### src/rtl/aquarium_mode_sequencer_if.sv
// Sensor sample handshake into aquarium_mode_sequencer: the source drives valid/id/data,
// the sequencer answers with ready.
interface aquarium_mode_sequencer_if;
    logic       sample_valid;
    logic [1:0] sample_id;
    logic [7:0] sample_data;
    logic       sample_ready;

    modport master (
        output sample_valid,
        output sample_id,
        output sample_data,
        input  sample_ready
    );

    modport slave (
        input  sample_valid,
        input  sample_id,
        input  sample_data,
        output sample_ready
    );
endinterface

### src/rtl/aquarium_mode_sequencer.sv
// Aquarium display-mode sequencer: loads range-checked sensor samples and steps the display
// select code. Define AQ_ERR_AUTOCLR_EN to leave ERROR automatically after 4*DWELL_CYCLES.
module aquarium_mode_sequencer #(
    parameter int unsigned DWELL_CYCLES = 8,
    parameter logic [7:0]  CLEAN_MIN    = 8'd10,
    parameter logic [7:0]  TEMP_MAX     = 8'd40,
    parameter logic [7:0]  FOOD_MIN     = 8'd5,
    parameter logic [7:0]  SALT_MAX     = 8'd100
) (
    input  logic                            CLK,
    input  logic                            reset,
    input  logic                            start,
    input  logic                            err_clear,
    aquarium_mode_sequencer_if.slave        smp,
    output logic                            ld_cleanliness,
    output logic                            ld_temperature,
    output logic                            ld_food_storage,
    output logic                            ld_saltiness,
    output logic [7:0]                      d_out,
    output logic [4:0]                      select,
    output logic [7:0]                      count,
    output logic                            error
);

    // State encoding doubles as the registered display select code.
    typedef enum logic [4:0] {
        StIdle      = 5'b00000,
        StCount     = 5'b00001,
        StShowClean = 5'b00010,
        StShowTemp  = 5'b00100,
        StShowFood  = 5'b01000,
        StShowSalt  = 5'b10000,
        StError     = 5'b11111
    } state_e;

    localparam logic [9:0] DwellLast = 10'(DWELL_CYCLES - 1);
`ifdef AQ_ERR_AUTOCLR_EN
    localparam logic [9:0] ErrLast = 10'(4 * DWELL_CYCLES - 1);
`endif

    state_e     state_q, state_d;
    logic [9:0] dwell_q, dwell_d;
    logic [7:0] count_q, count_d;
    logic [7:0] d_out_q, d_out_d;
    logic [3:0] ld_q, ld_d;
    logic       ready_q, ready_d;
    logic       accept, range_fail, dwell_done;

    always_ff @(posedge CLK or posedge reset) begin
        if (reset) begin
            state_q <= StIdle;
            dwell_q <= '0;
            count_q <= '0;
            d_out_q <= '0;
            ld_q    <= '0;
            ready_q <= 1'b0;
        end else begin
            state_q <= state_d;
            dwell_q <= dwell_d;
            count_q <= count_d;
            d_out_q <= d_out_d;
            ld_q    <= ld_d;
            ready_q <= ready_d;
        end
    end

    always_comb begin
        state_d    = state_q;
        dwell_d    = dwell_q;
        count_d    = count_q;
        d_out_d    = d_out_q;
        ld_d       = 4'b0000;
        range_fail = 1'b0;
        accept     = smp.sample_valid && ready_q;
        dwell_done = (dwell_q == DwellLast);

        unique case (smp.sample_id)
            2'd0:    range_fail = smp.sample_data < CLEAN_MIN;
            2'd1:    range_fail = smp.sample_data > TEMP_MAX;
            2'd2:    range_fail = smp.sample_data < FOOD_MIN;
            default: range_fail = smp.sample_data > SALT_MAX;
        endcase

        unique case (state_q)
            StIdle:      if (start) state_d = StCount;
            StCount:     if (dwell_done) state_d = StShowClean;
            StShowClean: if (dwell_done) state_d = StShowTemp;
            StShowTemp:  if (dwell_done) state_d = StShowFood;
            StShowFood:  if (dwell_done) state_d = StShowSalt;
            StShowSalt:  if (dwell_done) state_d = StCount;
            StError: begin
                if (err_clear) state_d = StIdle;
`ifdef AQ_ERR_AUTOCLR_EN
                else if (dwell_q == ErrLast) state_d = StIdle;
`endif
            end
            default:     state_d = StIdle;
        endcase

        // A bad sample lands in ERROR on the same edge that raises its strobe.
        if (accept && range_fail) state_d = StError;

        if (accept) begin
            ld_d    = 4'b0001 << smp.sample_id;
            d_out_d = smp.sample_data;
        end

        if (state_d != state_q) begin
            dwell_d = '0;
        end else if (state_q != StIdle && state_q != StError) begin
            dwell_d = dwell_q + 10'd1;
        end
`ifdef AQ_ERR_AUTOCLR_EN
        else if (state_q == StError) begin
            dwell_d = dwell_q + 10'd1;
        end
`endif

        if (state_d == StCount && state_q != StCount) count_d = count_q + 8'd1;

        ready_d = (state_d != StError) && !accept;
    end

    assign smp.sample_ready  = ready_q;
    assign ld_cleanliness    = ld_q[0];
    assign ld_temperature    = ld_q[1];
    assign ld_food_storage   = ld_q[2];
    assign ld_saltiness      = ld_q[3];
    assign d_out             = d_out_q;
    assign select            = state_q;
    assign count             = count_q;
    assign error             = (state_q == StError);

endmodule
### src/flat_wrapper.sv
// flat-port wrapper written by rule: the top's interface ports become plain ports
module aquarium_mode_sequencer_flat 
#(
    parameter int unsigned DWELL_CYCLES = 8,
    parameter logic [7:0]  CLEAN_MIN    = 8'd10,
    parameter logic [7:0]  TEMP_MAX     = 8'd40,
    parameter logic [7:0]  FOOD_MIN     = 8'd5,
    parameter logic [7:0]  SALT_MAX     = 8'd100
)
  (CLK, reset, start, err_clear, ld_cleanliness, ld_temperature, ld_food_storage, ld_saltiness, d_out, select, count, error, smp_sample_valid, smp_sample_id, smp_sample_data, smp_sample_ready);
  aquarium_mode_sequencer_if smp_i ();
  input  logic CLK;
  input  logic reset;
  input  logic start;
  input  logic err_clear;
  output logic ld_cleanliness;
  output logic ld_temperature;
  output logic ld_food_storage;
  output logic ld_saltiness;
  output logic [7:0] d_out;
  output logic [4:0] select;
  output logic [7:0] count;
  output logic error;
  input wire logic [$bits(smp_i.sample_valid)-1:0] smp_sample_valid;
  input wire logic [$bits(smp_i.sample_id)-1:0] smp_sample_id;
  input wire logic [$bits(smp_i.sample_data)-1:0] smp_sample_data;
  output wire logic [$bits(smp_i.sample_ready)-1:0] smp_sample_ready;
  assign smp_i.sample_valid = smp_sample_valid;
  assign smp_i.sample_id = smp_sample_id;
  assign smp_i.sample_data = smp_sample_data;
  assign smp_sample_ready = smp_i.sample_ready;
  aquarium_mode_sequencer #(.DWELL_CYCLES(DWELL_CYCLES), .CLEAN_MIN(CLEAN_MIN), .TEMP_MAX(TEMP_MAX), .FOOD_MIN(FOOD_MIN), .SALT_MAX(SALT_MAX)) u_core (.CLK(CLK), .reset(reset), .start(start), .err_clear(err_clear), .smp(smp_i), .ld_cleanliness(ld_cleanliness), .ld_temperature(ld_temperature), .ld_food_storage(ld_food_storage), .ld_saltiness(ld_saltiness), .d_out(d_out), .select(select), .count(count), .error(error));
endmodule
### config.mk
export PLATFORM = sky130hd
export DESIGN_NAME = aquarium_mode_sequencer_flat
export DESIGN_NICKNAME = d
export VERILOG_FILES = /design/src/rtl/aquarium_mode_sequencer_if.sv /design/src/rtl/aquarium_mode_sequencer.sv /design/src/flat_wrapper.sv
export SDC_FILE = /design/constraint.sdc
export NUM_CORES = 1
export LEC_CHECK = 0
export ABC_AREA = 1
export CORE_MARGIN = 2
export CORE_UTILIZATION = 51
export DETAILED_ROUTE_END_ITERATION = 6
export PLACE_DENSITY = 0.88
export SLEW_MARGIN = 20
export SYNTH_ARGS = -nofsm -noshare
export SYNTH_HDL_FRONTEND = slang
export SYNTH_SLANG_ARGS = --single-unit
### constraint.sdc
create_clock -name CLK -period 2.3 [get_ports CLK]
set_input_delay 0.23 -clock CLK [delete_from_list [all_inputs] [get_ports CLK]]
set_output_delay 0.23 -clock CLK [all_outputs]
set_load 0.1 [all_outputs]
==> results.cfg, run 1 <==
[outcome]
status = completed

[final_layout]
nets = 331
drive_gt1_frac = 0.2571
utilization = 0.6750
diodes = 0
final_cell_mix = 74 x nand2_1, 34 x buf_4, 31 x dfrtp_1
postLayoutCellArea_um2 = 2661
syn_to_final_growth_pct = 28.99
final_cells = 365
fill_cells = 302
layout_commonest_cell = nand2_1

[power_and_ir_drop]
internal_power_mw = 1.457
powerDensity_nw_per_um2 = 1132
pwr-share-comb = 0.528
netSwitchingFraction = 0.5167
p_leak_nw = 1.344
switching_power_mw = 1.557
p_clk_frac = 0.183
total_power_mw = 3.014
seqPwrFrac = 0.289
peakVddDrop_mv = 0.6597

[setup_path]
ff2ff_path_depth = 11
cpMostUsedCell = nand2_4
worst_path_largest_cell_delay_ns = 0.39
critPathKind = flip-flop to flip-flop
crit_chain = ha_2 -> nand3_1 -> nor2_2 -> nand2_4 -> and2_1 -> nor2_4 -> nand2_4 -> nor3_4 -> buf_6 -> nand2_1 -> o21ai_0
endpoint_kind = flip-flop
critPathMaxFanout = 10
cpMaxStageDelayCell = dfrtp_1
setup.worst_path.start_class = flip-flop
critPathRequiredTime_ns = 2.49
worstPathArrival_ns = 2.32

[detailed_routing]
dr_total_vias = 1845
drt-total-wl_um = 4605
drt-initial-drc-count = 76
drc = 0
postRouteAntennaNets = 0
first_pass_iters = 4
vias_per_cell = 5.055
wl_per_cell_um = 12.62

[clock_tree]
cts-htree-levels = 2
cts.sink_count = 36
clk_latency_ns = 0.29
cts_buffers = 5
tritoncts = yes
cts.path.max_buffers = 2
cts.clk_slew.worst_paths_ns = 0.07
cts_hold_repair.buffers = 0
root_buffer = clkbuf_8

[floorplanning]
boundaryPins = 42
coreArea_um2 = 3943
die_w_um = 67.61
die_area_um2 = 4570
initial_utilization = 0.5233
die-height_um = 67.61
fp-row-count = 23

[synth]
synth.cell_area_um2 = 2063
syn_area_per_cell_um2 = 7.935
yosysWarnings = 0
synth_top_cells_by_area = dfrtp_1 44%, nand2_1 13%, xor2_1 5.5%
ys_ff_latch = 36
synthCells = 260
yosys.area.top_type = dfrtp_1
ys_types = 30
synth_top_area_frac = 0.4366
yosysSeqAreaShare = 0.4366
syn_nets = 277

[timing]
holdWs_ns = 0.3410
rsz0062_at_grt = false
period_share = 0.9241
tightest_slew_ns = 0.4436
fmax_mhz = 470.5
tns_ns = 0
drv_slew = 0
period_needed_ns = 2.125
setup_violations = 0
setup_ws_ns = 0.1745
hold_viol = 0
slew_headroom = 0.7043
fin_skew_ns = 0.002725

[grt]
grt_usage = 0.2298
grt_pass1_wl_um = 7714
grt_pass1_vias = 1762
antenna_found_initial = 0
grt_max_degree = 37
grt_remaining_overflow = 0

[placed_design]
port_buffers = 41
place.gp.congestion = 0.9018
pre_cts_ws_ns = 0.07530
placed_cells = 354
dp_hpwl_um = 3386
dpl-instance-area_um2 = 2520

[hold_path]
min_path_type = input port to async pin

[run]
timing.max_cap.violations = 0
[power groups by stage]
| stage | registers (mW) | logic [mW] | clock network (mW) |
|---|---|---|---|
| 6_report | 0.872 | 1.59 | 0.551 |
| 5_1_grt | 0.889 | 1.69 | 0.590 |
| 3_3_place_gp | 0.878 | 1.53 | 0 |
| 2_1_floorplan | 1.63 | 0.473 | 0 |
| 4_1_cts | 0.872 | 1.57 | 0.556 |
| 3_5_place_dp | 0.880 | 1.55 | 0 |
[worst max-delay path, delay by kind of cell, from the launching register on]
family | cells | cell delay [ns]
compound gates | 1 | 0.09
fa+ha+maj | 1 | 0.22
buf+inv | 1 | 0.17
flops | 1 | 0.39
simple gates | 8 | 1.14
[worst paths after layout]
kind,from,to,slack [ns]
max,u_core.dwell_q[0],u_core.count[1],0.17
min,reset,u_core.d_out[0],0.34
max reg2reg,u_core.dwell_q[0],u_core.count[1],0.17
min reg2reg,u_core.d_out[7],u_core.d_out[7],0.49
max in group asynchronous,reset,u_core.select[2],1.61
min in group CLK,u_core.d_out[7],u_core.d_out[7],0.49
[area by class of cell]
class / count / area (µm²) / share of cell area
inverter: 29 / 108.9 / 0.04090
multi-input combinational: 192 / 1039 / 0.3902
timing repair buffer: 50 / 426.7 / 0.1603
tap: 50 / 62.56 / 0.02351
clock buffer: 6 / 72.57 / 0.02727
clock inverter: 2 / 35.03 / 0.01316
sequential: 36 / 917.1 / 0.3446
[registers in the layout, indices dropped and copies added (netlist names)]
| register | cells |
|---|---|
| u_core.d_out | 8 |
| u_core.smp.sample_ready | 1 |
| u_core.dwell_q | 10 |
| u_core.count | 8 |
| u_core.select | 5 |
| u_core.ld_q | 4 |
[repair_timing]
action | 4_1_cts | 5_1_grt
setup buffers | 0 | 3
endpoints found under the setup margin | 0 | 3
resized for setup | 0 | 3
[per-layer routing]
metal | vias to the layer above | track usage | share of wire
met4 | 0 | 0.1122 | 0.021
met1 | 863 | 0.2721 | 0.41
met3 | 9 | 0.05000 | 0.041
li1 | 923 | - | -
met5 | - | 0 | 0
met2 | 50 | 0.3922 | 0.53
[synth_stat cells]
cell and count:
nor3_4 2, nor4_1 2, a21oi_1 4, nand3b_1 2, xor2_1 13, or2_1 1, xnor2_1 2, nor2_1 23
inv_1 27, nand2_1 74, mux2i_1 1, nor3_1 5, nor2_2 15, nand2_2 4, nand3_2 2, buf_6 1
o21ai_2 1, dfrtp_1 36, nor3_2 1, inv_2 2, nor3b_1 1, nand4_1 5, buf_4 1, nand3_1 16
ha_1 2, clkbuf_1 1, o21ai_0 10, and2_1 1, nor2_4 2, nand2_4 3
[kinds of logic (layout without fill, tap and decap cells)]
| logic type | after synthesis | after routing | share of synthesized area |
|---|---|---|---|
| buffers and inverters | 32 | 87 | 0.06368 |
| XOR/XNOR | 15 | 15 | 0.06368 |
| AO/OA/AOI/OAI | 15 | 15 | 0.03821 |
| AND/OR/NAND/NOR | 159 | 159 | 0.3808 |
| flip-flops | 36 | 36 | 0.4366 |
| multiplexers | 1 | 1 | 0.004852 |
| adder cells (fa/ha/maj) | 2 | 2 | 0.01213 |
(Power assumes the default switching activity.)
==> run 2, diff against run 1 <==
Settings changed: SLEW_MARGIN 20 to 5.
==> results of run 2 <==
No change in the layout: final DEF, timing and power equal those of run 1.
==> run 3, diff against run 2 <==
Settings changed: REMOVE_ABC_BUFFERS set to 1.
==> run 3 against run 2 <==
Effect of this change: routed wire length shrank 6.9%; first-iteration DRC count is 95% higher; setup slack better by 0.068 ns; global-route usage shrank 0.91 points; core utilization decreased by 1.4 points; critical path type unchanged; critical endpoint is now u_core.count[3].
==> results.cfg, run 3 (same netlist as run 1, synthesis figures left out) <==
[outcome]
status = completed

[power_and_ir_drop]
p_leak_nw = 1.327
p_clk_frac = 0.184
seqPwrFrac = 0.290
total_power_mw = 2.968
switching_power_mw = 1.539
pwr-share-comb = 0.526
peakVddDrop_mv = 0.6898
netSwitchingFraction = 0.5183
internal_power_mw = 1.430
powerDensity_nw_per_um2 = 1139

[timing]
period_needed_ns = 2.058
rsz0062_at_grt = false
drv_slew = 0
fin_skew_ns = 0.007726
tns_ns = 0
period_share = 0.8946
hold_viol = 0
slew_headroom = 0.7151
holdWs_ns = 0.3283
fmax_mhz = 486.0
tightest_slew_ns = 0.4274
setup_violations = 0

[grt]
grt_usage = 0.2207
grt_max_degree = 37
grt_remaining_overflow = 0
antenna_found_initial = 0
grt_pass1_wl_um = 7362
grt_pass1_vias = 1693

[final_layout]
final_cells = 359
regMostFlops = u_core.dwell_q
postLayoutCellArea_um2 = 2606
layout_commonest_cell = nand2_1
final_cell_mix = 74 x nand2_1, 36 x dfrtp_1, 28 x buf_4
nets = 325
largest_reg_flops = 10
diodes = 0
syn_to_final_growth_pct = 26.32
drive_gt1_frac = 0.2233
fill_cells = 327

[floorplanning]
coreArea_um2 = 3943
fp-row-count = 23
die_w_um = 67.61
die-height_um = 67.61
die_area_um2 = 4570
boundaryPins = 42
initial_utilization = 0.5233

[detailed_routing]
drt-initial-drc-count = 148
vias_per_cell = 5.050
postRouteAntennaNets = 0
wl_per_cell_um = 11.94
dr_total_vias = 1813
first_pass_iters = 4
drc = 0
drt-total-wl_um = 4288

[clock_tree]
clk_latency_ns = 0.30
cts.clk_slew.worst_paths_ns = 0.07
cts_buffers = 5
cts-htree-levels = 2
root_buffer = clkbuf_8
cts_hold_repair.buffers = 0
cts.path.max_buffers = 2
tritoncts = yes
cts.sink_count = 36

[hold_path]
min_path_type = input port to async pin

[setup_path]
critPathKind = flip-flop to flip-flop
critPathRequiredTime_ns = 2.49
endpoint_kind = flip-flop
setup.worst_path.start_class = flip-flop
worstPathArrival_ns = 2.25
critPathMaxFanout = 13

[placed_design]
place.gp.congestion = 0.8440
dp_hpwl_um = 3248
placed_cells = 351
port_buffers = 41
dpl-instance-area_um2 = 2494

[run]
timing.max_cap.violations = 0
run 3: cell count changes in the layout (fill, tap and decap cells not counted), sizes merged:
cell	previous run	this run
buf	36	30
run 3: metrics by stage:
stage | setup slack [ns] | util
6_report | 0.2425 | 0.6611
5_1_grt | 0.04292 | 0.6611
4_1_cts | 0.2226 | 0.6598
3_5_place_dp | 0.05714 | 0.6325
3_3_place_gp | 0.1382 | 0.6325
2_1_floorplan | -0.7894 | -
run 3: timing repair:
action / 4_1_cts / 5_1_grt
setup endpoints to repair: 0 / 2
endpoints found under the hold margin: 0 / 0
buffers inserted: 0 / 0
resized for setup: 0 / 1
run 3: power groups by stage:
| stage | clock, mW | combinational, mW | sequential (mW) |
|---|---|---|---|
| final | 0.546 | 1.56 | 0.860 |
| after global routing | 0.596 | 1.66 | 0.879 |
| after CTS | 0.563 | 1.56 | 0.859 |
| after detailed placement | 0 | 1.56 | 0.869 |
| after global placement | 0 | 1.53 | 0.868 |
| after floorplan | 0 | 0.456 | 1.62 |
run 3: final cells by class:
type / instances / area, µm² / area share
well taps: 50 / 62.56 / 0.02400
clock inverters: 2 / 35.03 / 0.01344
clock buffers: 6 / 72.57 / 0.02784
flip-flops and latches: 36 / 900.9 / 0.3457
multi-input cells: 192 / 1036 / 0.3975
repair buffers: 44 / 390.4 / 0.1498
inverters: 29 / 108.9 / 0.04177
run 3: worst max-delay path, cell delays in order, from the launching register on:
cell	delay [ns]
dfrtp_1	0.39
ha_1	0.20
nand3_1	0.11
nor2_2	0.15
nand2_2	0.15
and2_1	0.21
nor2_4	0.15
nand2_4	0.08
nor3_4	0.16
buf_12	0.15
nand2_1	0.06
xor2_1	0.15
run 3: layer usage:
metal  track usage  vias to the layer above  share of wire
met4        0.1378                        0          0.025
met5             0                        -              0
met1        0.2564                      839           0.42
met2        0.3652                       53           0.50
li1              -                      911              -
met3       0.05167                       10          0.056
run 3: final timing paths:
kind | start | endpoint | slack [ns] | depth (start not counted)
setup / recovery | u_core.dwell_q[0] | u_core.count[3] | 0.24 | 11
max in group asynchronous | reset | u_core.select[3] | 1.66 | 3
min in group CLK | u_core.d_out[1] | u_core.d_out[1] | 0.49 | 2
setup reg to reg | u_core.dwell_q[0] | u_core.count[3] | 0.24 | 11
hold / removal | reset | u_core.count[4] | 0.33 | 3
hold reg to reg | u_core.d_out[1] | u_core.d_out[1] | 0.49 | 2
